<file path="config.mk">
export PLATFORM = sky130hd
export DESIGN_NAME = simon_game_ctrl_flat
export DESIGN_NICKNAME = d
export VERILOG_FILES = /design/src/rtl/simon_game_ctrl_pkg.sv /design/src/rtl/simon_game_ctrl_if.sv /design/src/rtl/simon_game_ctrl_phase_timer.sv /design/src/rtl/simon_game_ctrl.sv /design/src/flat_wrapper.sv
export SDC_FILE = /design/constraint.sdc
export NUM_CORES = 1
export LEC_CHECK = 0
export ABC_AREA = 1
export BUFFER_PORTS_ARGS = -buffer_cell sky130_fd_sc_hd__buf_2
export CORE_UTILIZATION = 34
export CTS_CLUSTER_SIZE = 12
export DETAILED_ROUTE_END_ITERATION = 8
export MAX_ROUTING_LAYER = met4
export SYNTH_ARGS = -nofsm -noshare
export SYNTH_HDL_FRONTEND = slang
export SYNTH_SLANG_ARGS = --single-unit
</file>
<file path="constraint.sdc">
create_clock -name clk -period 2 [get_ports clk]
set_input_delay 0.1 -clock clk [delete_from_list [all_inputs] [get_ports clk]]
set_output_delay 0.1 -clock clk [all_outputs]
set_load 0.03 [all_outputs]
</file>
<file path="src/rtl/simon_game_ctrl_pkg.sv">
// Shared types and helpers for the Simon round sequencer.
package simon_game_ctrl_pkg;

  localparam int unsigned DEPTH_DEF = 32;
  localparam int unsigned DEPTH_W   = $clog2(DEPTH_DEF);

  // Store encoding: 3'b1xx marks an unused slot, 3'b0ss holds symbol ss.
  localparam logic [2:0] SYM_EMPTY = 3'b100;

  typedef enum logic [3:0] {
    StIdle,
    StAppend,
    StShowOn,
    StShowOff,
    StWaitPress,
    StCheck,
    StWaitRelease,
    StLose,
    StWin
  } state_e;

  function automatic logic [3:0] sym2onehot(input logic [1:0] sym);
    return 4'b0001 << sym;
  endfunction

endpackage

</file>
<file path="src/rtl/simon_game_ctrl_if.sv">
// Link between the round sequencer and the verify_input comparator.
interface simon_game_ctrl_if #(
  parameter int unsigned DEPTH = 32
);
  localparam int unsigned IdxW = $clog2(DEPTH);

  logic [DEPTH-1:0][2:0] segment;
  logic [3:0]            player_input;
  logic [IdxW-1:0]       check_round;
  logic                  result;
  logic                  empty;

  modport master (
    output segment,
    output player_input,
    output check_round,
    input  result,
    input  empty
  );

  modport slave (
    input  segment,
    input  player_input,
    input  check_round,
    output result,
    output empty
  );
endinterface

</file>
<file path="src/rtl/simon_game_ctrl_phase_timer.sv">
// Load/count/expire down-counter; a load of N-1 gives a phase of exactly N cycles.
module simon_game_ctrl_phase_timer #(
  parameter int unsigned W = 8
) (
  input  logic         clk,
  input  logic         rst_n,
  input  logic         load_i,
  input  logic [W-1:0] load_val_i,
  output logic         expired_o
);

  logic [W-1:0] cnt_q, cnt_d;

  // Reload takes priority; otherwise count down and park at zero.
  always_comb begin
    cnt_d = cnt_q;
    if (load_i) begin
      cnt_d = load_val_i;
    end else if (cnt_q != '0) begin
      cnt_d = cnt_q - W'(1);
    end
  end

  // Counter register with synchronous reset.
  always_ff @(posedge clk) begin
    if (!rst_n) begin
      cnt_q <= '0;
    end else begin
      cnt_q <= cnt_d;
    end
  end

  assign expired_o = (cnt_q == '0);

endmodule

</file>
<file path="src/rtl/simon_game_ctrl.sv">
// Simon Says round sequencer: grows the sequence, plays it back, checks player presses.
module simon_game_ctrl
  import simon_game_ctrl_pkg::*;
#(
  parameter int unsigned DEPTH          = DEPTH_DEF,
  parameter int unsigned STEP_CYCLES    = 25_000_000,
  parameter int unsigned GAP_CYCLES     = 12_500_000,
  parameter int unsigned TIMEOUT_CYCLES = 100_000_000
) (
  input  logic                       clk,
  input  logic                       rst_n,
  input  logic                       start,
  input  logic [1:0]                 rand_sym,
  input  logic [3:0]                 buttons,
  simon_game_ctrl_if.master          vif,
  output logic [3:0]                 lamp,
  output logic [$clog2(DEPTH+1)-1:0] score,
  output logic                       busy,
  output logic                       game_over,
  output logic                       win
);

  localparam int unsigned IdxW   = $clog2(DEPTH);
  localparam int unsigned LenW   = $clog2(DEPTH + 1);
  localparam int unsigned MaxA   = (STEP_CYCLES > GAP_CYCLES) ? STEP_CYCLES : GAP_CYCLES;
  localparam int unsigned MaxCyc = (MaxA > TIMEOUT_CYCLES) ? MaxA : TIMEOUT_CYCLES;
  localparam int unsigned TW     = (MaxCyc > 1) ? $clog2(MaxCyc) : 1;

  localparam logic [TW-1:0] StepLd = TW'(STEP_CYCLES - 1);
  localparam logic [TW-1:0] GapLd  = TW'(GAP_CYCLES - 1);
  localparam logic [TW-1:0] ToutLd = TW'(TIMEOUT_CYCLES - 1);

  state_e                state_q, state_d;
  logic [DEPTH-1:0][2:0] seg_q, seg_d;
  logic [LenW-1:0]       len_q, len_d;
  logic [IdxW-1:0]       idx_q, idx_d;
  logic [IdxW-1:0]       cr_q, cr_d;
  logic [LenW-1:0]       score_q, score_d;
  logic [3:0]            lamp_q, lamp_d;
  logic [3:0]            pin_q, pin_d;
  logic                  busy_q, busy_d;
  logic                  over_q, over_d;
  logic                  win_q, win_d;

  logic                  tmr_load;
  logic [TW-1:0]         tmr_val;
  logic                  tmr_expired;
  logic [LenW-1:0]       idx_inc;

  // One timer serves show, gap and press-timeout phases; each entry reloads it.
  simon_game_ctrl_phase_timer #(
    .W (TW)
  ) u_timer (
    .clk        (clk),
    .rst_n      (rst_n),
    .load_i     (tmr_load),
    .load_val_i (tmr_val),
    .expired_o  (tmr_expired)
  );

  // Next-state and registered-output decode for the round FSM.
  always_comb begin
    state_d  = state_q;
    seg_d    = seg_q;
    len_d    = len_q;
    idx_d    = idx_q;
    cr_d     = cr_q;
    score_d  = score_q;
    lamp_d   = lamp_q;
    pin_d    = pin_q;
    tmr_load = 1'b0;
    tmr_val  = '0;
    idx_inc  = LenW'(idx_q) + LenW'(1);

    unique case (state_q)
      StIdle, StLose, StWin: begin
        lamp_d = '0;
        pin_d  = '0;
        if (start) begin
          seg_d   = {DEPTH{SYM_EMPTY}};
          len_d   = '0;
          score_d = '0;
          idx_d   = '0;
          cr_d    = '0;
          state_d = StAppend;
        end
      end
      StAppend: begin
        seg_d[len_q[IdxW-1:0]] = {1'b0, rand_sym};
        len_d    = len_q + LenW'(1);
        idx_d    = '0;
        // Slot 0 may be the one written this cycle, so read the updated store.
        lamp_d   = sym2onehot(seg_d[0][1:0]);
        tmr_load = 1'b1;
        tmr_val  = StepLd;
        state_d  = StShowOn;
      end
      StShowOn: begin
        if (tmr_expired) begin
          lamp_d   = '0;
          tmr_load = 1'b1;
          tmr_val  = GapLd;
          state_d  = StShowOff;
        end
      end
      StShowOff: begin
        if (tmr_expired) begin
          tmr_load = 1'b1;
          if (idx_inc == len_q) begin
            idx_d   = '0;
            cr_d    = '0;
            tmr_val = ToutLd;
            state_d = StWaitPress;
          end else begin
            idx_d   = idx_inc[IdxW-1:0];
            lamp_d  = sym2onehot(seg_q[idx_inc[IdxW-1:0]][1:0]);
            tmr_val = StepLd;
            state_d = StShowOn;
          end
        end
      end
      StWaitPress: begin
        // A press seen on the final timeout cycle still counts.
        if (buttons != 4'b0000) begin
          pin_d   = buttons;
          state_d = StCheck;
        end else if (tmr_expired) begin
          state_d = StLose;
        end
      end
      StCheck: begin
        if (vif.empty || !vif.result) begin
          pin_d   = '0;
          state_d = StLose;
        end else begin
          lamp_d  = pin_q;
          state_d = StWaitRelease;
        end
      end
      StWaitRelease: begin
        if (buttons == 4'b0000) begin
          lamp_d = '0;
          pin_d  = '0;
          if (idx_inc == len_q) begin
            score_d = len_q;
            state_d = (len_q == LenW'(DEPTH)) ? StWin : StAppend;
          end else begin
            idx_d    = idx_inc[IdxW-1:0];
            cr_d     = idx_inc[IdxW-1:0];
            tmr_load = 1'b1;
            tmr_val  = ToutLd;
            state_d  = StWaitPress;
          end
        end
      end
      default: state_d = StIdle;
    endcase

    busy_d = !(state_d inside {StIdle, StLose, StWin});
    over_d = (state_d == StLose);
    win_d  = (state_d == StWin);
  end

  // State, store and output registers with synchronous active-low reset.
  always_ff @(posedge clk) begin
    if (!rst_n) begin
      state_q <= StIdle;
      seg_q   <= {DEPTH{SYM_EMPTY}};
      len_q   <= '0;
      idx_q   <= '0;
      cr_q    <= '0;
      score_q <= '0;
      lamp_q  <= '0;
      pin_q   <= '0;
      busy_q  <= 1'b0;
      over_q  <= 1'b0;
      win_q   <= 1'b0;
    end else begin
      state_q <= state_d;
      seg_q   <= seg_d;
      len_q   <= len_d;
      idx_q   <= idx_d;
      cr_q    <= cr_d;
      score_q <= score_d;
      lamp_q  <= lamp_d;
      pin_q   <= pin_d;
      busy_q  <= busy_d;
      over_q  <= over_d;
      win_q   <= win_d;
    end
  end

  assign vif.segment      = seg_q;
  assign vif.player_input = pin_q;
  assign vif.check_round  = cr_q;
  assign lamp             = lamp_q;
  assign score            = score_q;
  assign busy             = busy_q;
  assign game_over        = over_q;
  assign win              = win_q;

endmodule

</file>
<file path="src/flat_wrapper.sv">
// flat-port wrapper written by rule: the top's interface ports become plain ports
module simon_game_ctrl_flat import simon_game_ctrl_pkg::*;
#(
  parameter int unsigned DEPTH          = DEPTH_DEF,
  parameter int unsigned STEP_CYCLES    = 25_000_000,
  parameter int unsigned GAP_CYCLES     = 12_500_000,
  parameter int unsigned TIMEOUT_CYCLES = 100_000_000
)
  (clk, rst_n, start, rand_sym, buttons, lamp, score, busy, game_over, win, vif_segment, vif_player_input, vif_check_round, vif_result, vif_empty);
  simon_game_ctrl_if #(.DEPTH(DEPTH)) vif_i ();
  input  logic clk;
  input  logic rst_n;
  input  logic start;
  input  logic [1:0] rand_sym;
  input  logic [3:0] buttons;
  output logic [3:0] lamp;
  output logic [$clog2(DEPTH+1)-1:0] score;
  output logic busy;
  output logic game_over;
  output logic win;
  output wire logic [$bits(vif_i.segment)-1:0] vif_segment;
  output wire logic [$bits(vif_i.player_input)-1:0] vif_player_input;
  output wire logic [$bits(vif_i.check_round)-1:0] vif_check_round;
  input wire logic [$bits(vif_i.result)-1:0] vif_result;
  input wire logic [$bits(vif_i.empty)-1:0] vif_empty;
  assign vif_segment = vif_i.segment;
  assign vif_player_input = vif_i.player_input;
  assign vif_check_round = vif_i.check_round;
  assign vif_i.result = vif_result;
  assign vif_i.empty = vif_empty;
  simon_game_ctrl #(.DEPTH(DEPTH), .STEP_CYCLES(STEP_CYCLES), .GAP_CYCLES(GAP_CYCLES), .TIMEOUT_CYCLES(TIMEOUT_CYCLES)) u_core (.clk(clk), .rst_n(rst_n), .start(start), .rand_sym(rand_sym), .buttons(buttons), .vif(vif_i), .lamp(lamp), .score(score), .busy(busy), .game_over(game_over), .win(win));
endmodule
</file>
# Word level (Yosys, flattened, before mapping)
# Cells that the tools add are included.
# Widths: inputs -> output; s select.
word_totals:
  ff_bits: 160
  output_inout_bits: 118
op_classes:
  n_addsub: 3
  order_cmp: 3
  n_eq_ne: 23
  shift: 2
  muxes: 53
  reduce_logical: 26
ops:
  columns: ["op", "n"]
  rows:
  - ["$pmux 96 s2", 1]
  - ["$mux 27", 6]
  - ["$pmux 27 s4", 1]
  - ["$bwmux 96", 1]
  - ["$mux 96", 1]
  - ["$mux 4", 15]
  - ["$mux 5", 7]
  - ["$pmux 4 s7", 1]
  - ["$logic_not 27->1", 1]
  - ["$reduce_bool 27->1", 1]
  - ["$sub 27x1->27 const B", 1]
  - ["$mux 24", 1]
  - ["$pmux 4 s6", 1]
  - ["$pmux 6 s2", 2]
  - ["$eq 4x3->1 const B", 5]
  - ["$pmux 5 s4", 1]
  - ["$mux 6", 3]
  - ["$pmux 4 s4", 1]
  - ["$bmux 3 s5", 1]
  - ["$demux 3 s5", 1]
  - ["$pmux 5 s3", 1]
  - ["$ne 2x1->1 const B", 7]
  - ["$logic_not 4->1", 3]
  - ["$lt 5x6->1 const B", 2]
  - ["27 further kinds", 45]

# Logic depth before layout (Yosys ltp)
depth:
  ltp_word: 8
  mapped_depth: 15

# Hierarchy
# A second synthesis with hierarchy kept.
hier_totals:
  hier_cells: 1286
  hier_area_um2: 8235.4
modules_own_cells:
  columns: ["mod", "n_inst", "cells_per_inst", "area_per_inst_um2", "seq_area_each_um2"]
  rows:
  - ["simon_game_ctrl", 1, 983, 6393.6, 2662.6]
  - ["simon_game_ctrl_phase_timer", 1, 303, 1841.8, 540.5]

# Worst setup path before layout
# OpenSTA, ideal clock, no wires.
synth_timing:
  path_type: "reg2reg"
  startpoint: "reg u_core.idx_q[1]"
  endpoint: "reg u_core.cr_q[0] (netlist: u_core.vif.check_round[0])"
  setup_ps: 113
  t_arrival_ps: 1795
  path_slack_ps: 92
  path_stages_with_launch: 15
  path_buffers: 0
  period_less_slack_ps: 1908
  cell_sequence: "dfxtp_1 ha_1 inv_2 nand2_1 nand2_1 nor2_1 nand3_1 nor2_1 nand3_2 nand2_1 nand2_1 nor2_4 nand2_1 nand2_1 nor2_1"
synth_between:
  elab_chain_cells: 4
  elab_cells_between_ends: 5
  cone_classes: "1 x add/sub; 3 x eq/ne; 1 x reduce/logical"
synth_rtl:
  columns: ["element", "line_no", "rtl"]
  rows:
  - ["from (decl)", "simon_game_ctrl.sv:36", "logic [IdxW-1:0] idx_q, idx_d;"]
  - ["from (signal assigned)", "simon_game_ctrl.sv:182", "idx_q <= idx_d;"]
  - ["$add 5x1->6 *", "simon_game_ctrl.sv:73", "idx_inc = LenW'(idx_q) + LenW'(1);"]
  - ["$eq 6x6->1 *", "simon_game_ctrl.sv:109, simon_game_ctrl.sv:144", null]
  - ["$ne 2x2->1 (no source line) or $ne 2x1->1 (tied branches)", null, null]
  - ["$reduce_and 6->1 (no source line) *", null, null]
  - ["to (signal assigned)", "simon_game_ctrl.sv:183", "cr_q <= cr_d;"]
  - ["to (decl)", "simon_game_ctrl.sv:37", "logic [IdxW-1:0] cr_q, cr_d;"]
# Mark *: on every way between the ends. The rest lies on a longest branch, timed or not.
# A chain may end at the register's enable or synchronous reset.

# Worst setup path after layout
layout_timing:
  startpoint: "reg u_core.idx_q[0]"
  endpoint: "reg u_core.u_timer.cnt_q[1]"
layout_between:
  elab_chain_cells: 6
  elab_cells_between_ends: 10
  cone_classes: "1 x add/sub; 1 x eq/ne; 7 x mux; 1 x reduce/logical"
layout_rtl:
  columns: ["element", "line_no", "rtl"]
  rows:
  - ["$add 5x1->6 *", "simon_game_ctrl.sv:73", null]
  - ["$eq 6x6->1 *", "simon_game_ctrl.sv:144", "if (idx_inc == len_q) begin"]
  - ["$mux 27 or $mux 1 (tied branches)", "simon_game_ctrl.sv:144", null]
  - ["$mux 27 or $mux 1 (tied branches)", "simon_game_ctrl.sv:141", "if (buttons == 4'b0000) begin"]
  - ["$pmux 27 s4 or $pmux 1 s3 (tied branches)", "simon_game_ctrl.sv:75", "unique case (state_q)"]
  - ["$mux 27 or $reduce_bool 2->1 (tied branches)", null, null]
  - ["to (signal assigned)", "simon_game_ctrl_phase_timer.sv:29", "cnt_q <= cnt_d;"]
  - ["to (decl)", "simon_game_ctrl_phase_timer.sv:12", "logic [W-1:0] cnt_q, cnt_d;"]
# Marks and branches as above.

==> impl_metrics.csv <==
group,metric,value,unit
logic_synthesis,synth_cell_types,43,
logic_synthesis,async_reset_ff_share,0,%
logic_synthesis,synthesis.area,8030,um2
finish,stdcell_area,10600,um2
die,design.core.area,22900,um2
sta,worstMarginPinSlew,491,ps
critical_path,start_kind,"register",
clock_tree,clock_sinks,160,
logic_synthesis,yosysMostFrequentCell,"nand2_1",
logic_synthesis,synth_seq_cells,160,
critical_path,arrival,2310,ps
logic_synthesis,synthFlopType,"dfxtp_1",
global_routing,grt_pass1_vias,7765,
place,port_buffers,128,
logic_synthesis,netlist_instances,1215,
clock_tree,clk_latency,450,ps
global_routing,overflow,0,
sta,timing.final.crit_share,98.4,%
critical_path,crit_path_max_fanout,5,
die,dieArea,24200,um2
sta,slew_headroom,67.2,%
sta,period_needed,1970,ps
run_status,status,"completed",
die,start_util,35.0,%
finish,final_nets,1430,
logic_synthesis,synthTopCellsByArea,"dfxtp_1 40%, nand2_1 18%, nor2_1 7.7%",
clock_tree,clk_pin_slew,80,ps
logic_synthesis,synth_edf_count,0,
sta,timing.hold.ws,53.1,ps
critical_path,worstPathRequired,2340,ps
routing,drt-vias-per-instance,4.91,
power,p_per_area,925,nW/um2
critical_path,slowest_stage,"dfxtp_4",
finish,drive_gt1_share,25.9,%
power,switchingPower,3.60,mW
global_routing,antenna_found_initial,0,
die,rows,55,
clock_tree,clockBufferDepth,2,
clock_tree,cts_made_buffers,17,
power,power,9.84,mW
routing,drt_iter0_drc,604,
power,swShare,36.6,%
logic_synthesis,yosysTopAreaCell,"dfxtp_1",
sta,fmax,508,MHz
sta,rsz0062_at_grt,"true",
power,p_leak,4.59,nW
place,post-dp-hpwl,19100,um
clock_tree,cts_root_buf,"clkbuf_16",
die,fp.dieW,156,um
routing,wirelength,26800,um
logic_synthesis,ys_warn_count,0,
job,max_cap_viol_count,0,
place,placed_area,9560,um2
place,placed_cells,1693,
critical_path,cp-end-kind,"register",
sta,finalSetupViolations,0,
critical_path,critPathMaxStageDelay,370,ps
power,peakVddDrop,0.000498,V
global_routing,grt_max_degree,92,
power,clock_power_share,34.4,%
die,ios,129,
logic_synthesis,post-synth-top-area-fraction,39.9,%
die,die_h,156,um
logic_synthesis,synth_common_cells,"378 x nand2_1, 164 x nor2_1, 160 x dfxtp_1",
routing,first_pass_iters,5,
clock_tree,htree_num_levels,4,
global_routing,grt_pass1_wl,41700,um
routing,vias,8543,
finish,syn2layout_area_growth,32.6,%
place,finalWeightedCongestion,0.892,
finish,final_cells,1739,
logic_synthesis,synth.avg_cell_area,6.61,um2
routing,ant_nets,0,
sta,hold_viol,0,
worst_hold_path,min_path_type,"in2reg",
critical_path,crit_type,"reg2reg",
power,combPwrFrac,28.6,%
power,pwr-share-seq,37.0,%
clock_tree,tritoncts,"built",
routing,routedWlPerCell,15.4,um
finish,n_antenna_cell,0,
critical_path,crit_chain,"buf_12 > buf_4 > nand2_1 > nand2_1 > nor2_2 > nand3_1 > nor2_2 > nand3_4 > nand2_8 > nand3_4 > buf_4 > o211a_1",
sta,finClkSkew,14.6,ps
routing,drcViolationCount,0,
power,internal_power,6.24,mW
logic_synthesis,yosysSeqAreaShare,39.9,%
logic_synthesis,syn_nets,1232,
sta,drv_slew,0,
global_routing,globalRouteTotalUtil,23.0,%
worst max-delay path, delay by kind of cell (launching register included):
| family | cells | cell delay, ps |
|---|---|---|
| and+or+nand+nor | 8 | 900 |
| DFF | 1 | 370 |
| buffers and inverters | 3 | 410 |
| AOI/OAI and AO/OA | 1 | 190 |
routing by layer:
metal	vias up	share of wire (%)	track usage (%)
met5	-	0	-
met4	0	2.4	8.59
met3	40	5.9	3.64
met2	273	45	35.9
met1	3939	46	29.8
li1	4291	-	-
power by group through the flow:
stage / Combinational (mW) / Sequential, mW / Clock, mW
floorplan: 1.63 / 3.75 / 0
global placement: 2.53 / 3.71 / 0
detailed placement: 2.56 / 3.71 / 0
CTS: 2.59 / 3.64 / 3.43
global route: 3.10 / 3.68 / 3.57
finish: 2.81 / 3.64 / 3.39
registers in the layout (all words and copies together) (netlist names):
register                 count
u_core.state_q               4
u_core.vif.player_input      4
u_core.idx_q                 5
u_core.u_timer.cnt_q        27
u_core.score                 6
u_core.len_q                 6
u_core.lamp                  4
u_core.win                   1
u_core.game_over             1
u_core.vif.segment          96
u_core.vif.check_round       5
u_core.busy                  1
timing repair:
action / in CTS / in global routing
pin swaps: 5 / 28
resized for setup: 9 / 81
endpoints found under the hold margin: 4 / 0
buffers inserted: 1 / 8
gates cloned: 0 / 1
hold buffers: 4 / 0
setup endpoints to repair: 46 / 119
area by class of cell:
class,instances,area [um2]
Clock buffer,17,425
Clock inverter,15,189
Fill cell,2358,12300
Inverter,104,417
Multi-Input combinational cell,904,4510
Sequential cell,160,3210
Tap cell,313,392
Timing Repair Buffer,226,1500
stage by stage:
| step | util (%) | setup slack, ps | TNS (ps) |
|---|---|---|---|
| finish | 46.4 | 31.8 | 0 |
| global route | 46.4 | -118 | -3080 |
| CTS | 44.7 | 4.20 | 0 |
| detailed placement | 41.7 | -60.2 | -1010 |
| global placement | 41.7 | -35.0 | -271 |
| floorplan | - | 91.9 | 0 |
logic make-up (layout without fill, tap and decap cells):
family | after synthesis | count (layout) | synth area share (%)
adders and majority gates | 6 | 6 | 0.935
DFF | 160 | 160 | 39.9
AOI/OAI and AO/OA | 181 | 181 | 11.9
and+or+nand+nor | 697 | 698 | 37.5
xor gates and xnor gates | 19 | 19 | 2.07
buffers and inverters | 152 | 362 | 7.64
final timing paths:
check	start	end	slack, ps	cells past startpoint
min	start	u_core.win	50	4
max reg2reg	u_core.idx_q[0]	u_core.u_timer.cnt_q[1]	30	12
max	u_core.idx_q[0]	u_core.u_timer.cnt_q[1]	30	12
min reg2reg	u_core.vif.segment[80]	u_core.vif.segment[80]	460	2
cell usage in the layout, fill, tap and decap left out, drive strengths merged, types with 2 or more instances in the layout:
cell type / instances
a41oi: 2
xnor2: 4
inv: 110
ha: 6
clkinv: 8
a21oi: 103
a31oi: 8
dlygate4sd3: 4
nand4: 10
nand2: 388
nor2: 183
xor2: 15
clkbuf: 17
nor4: 6
nand3: 91
dfxtp: 160
o21ai: 63
buf: 222
or2: 2
nor3: 16
Power figures use the tool's default switching activity.
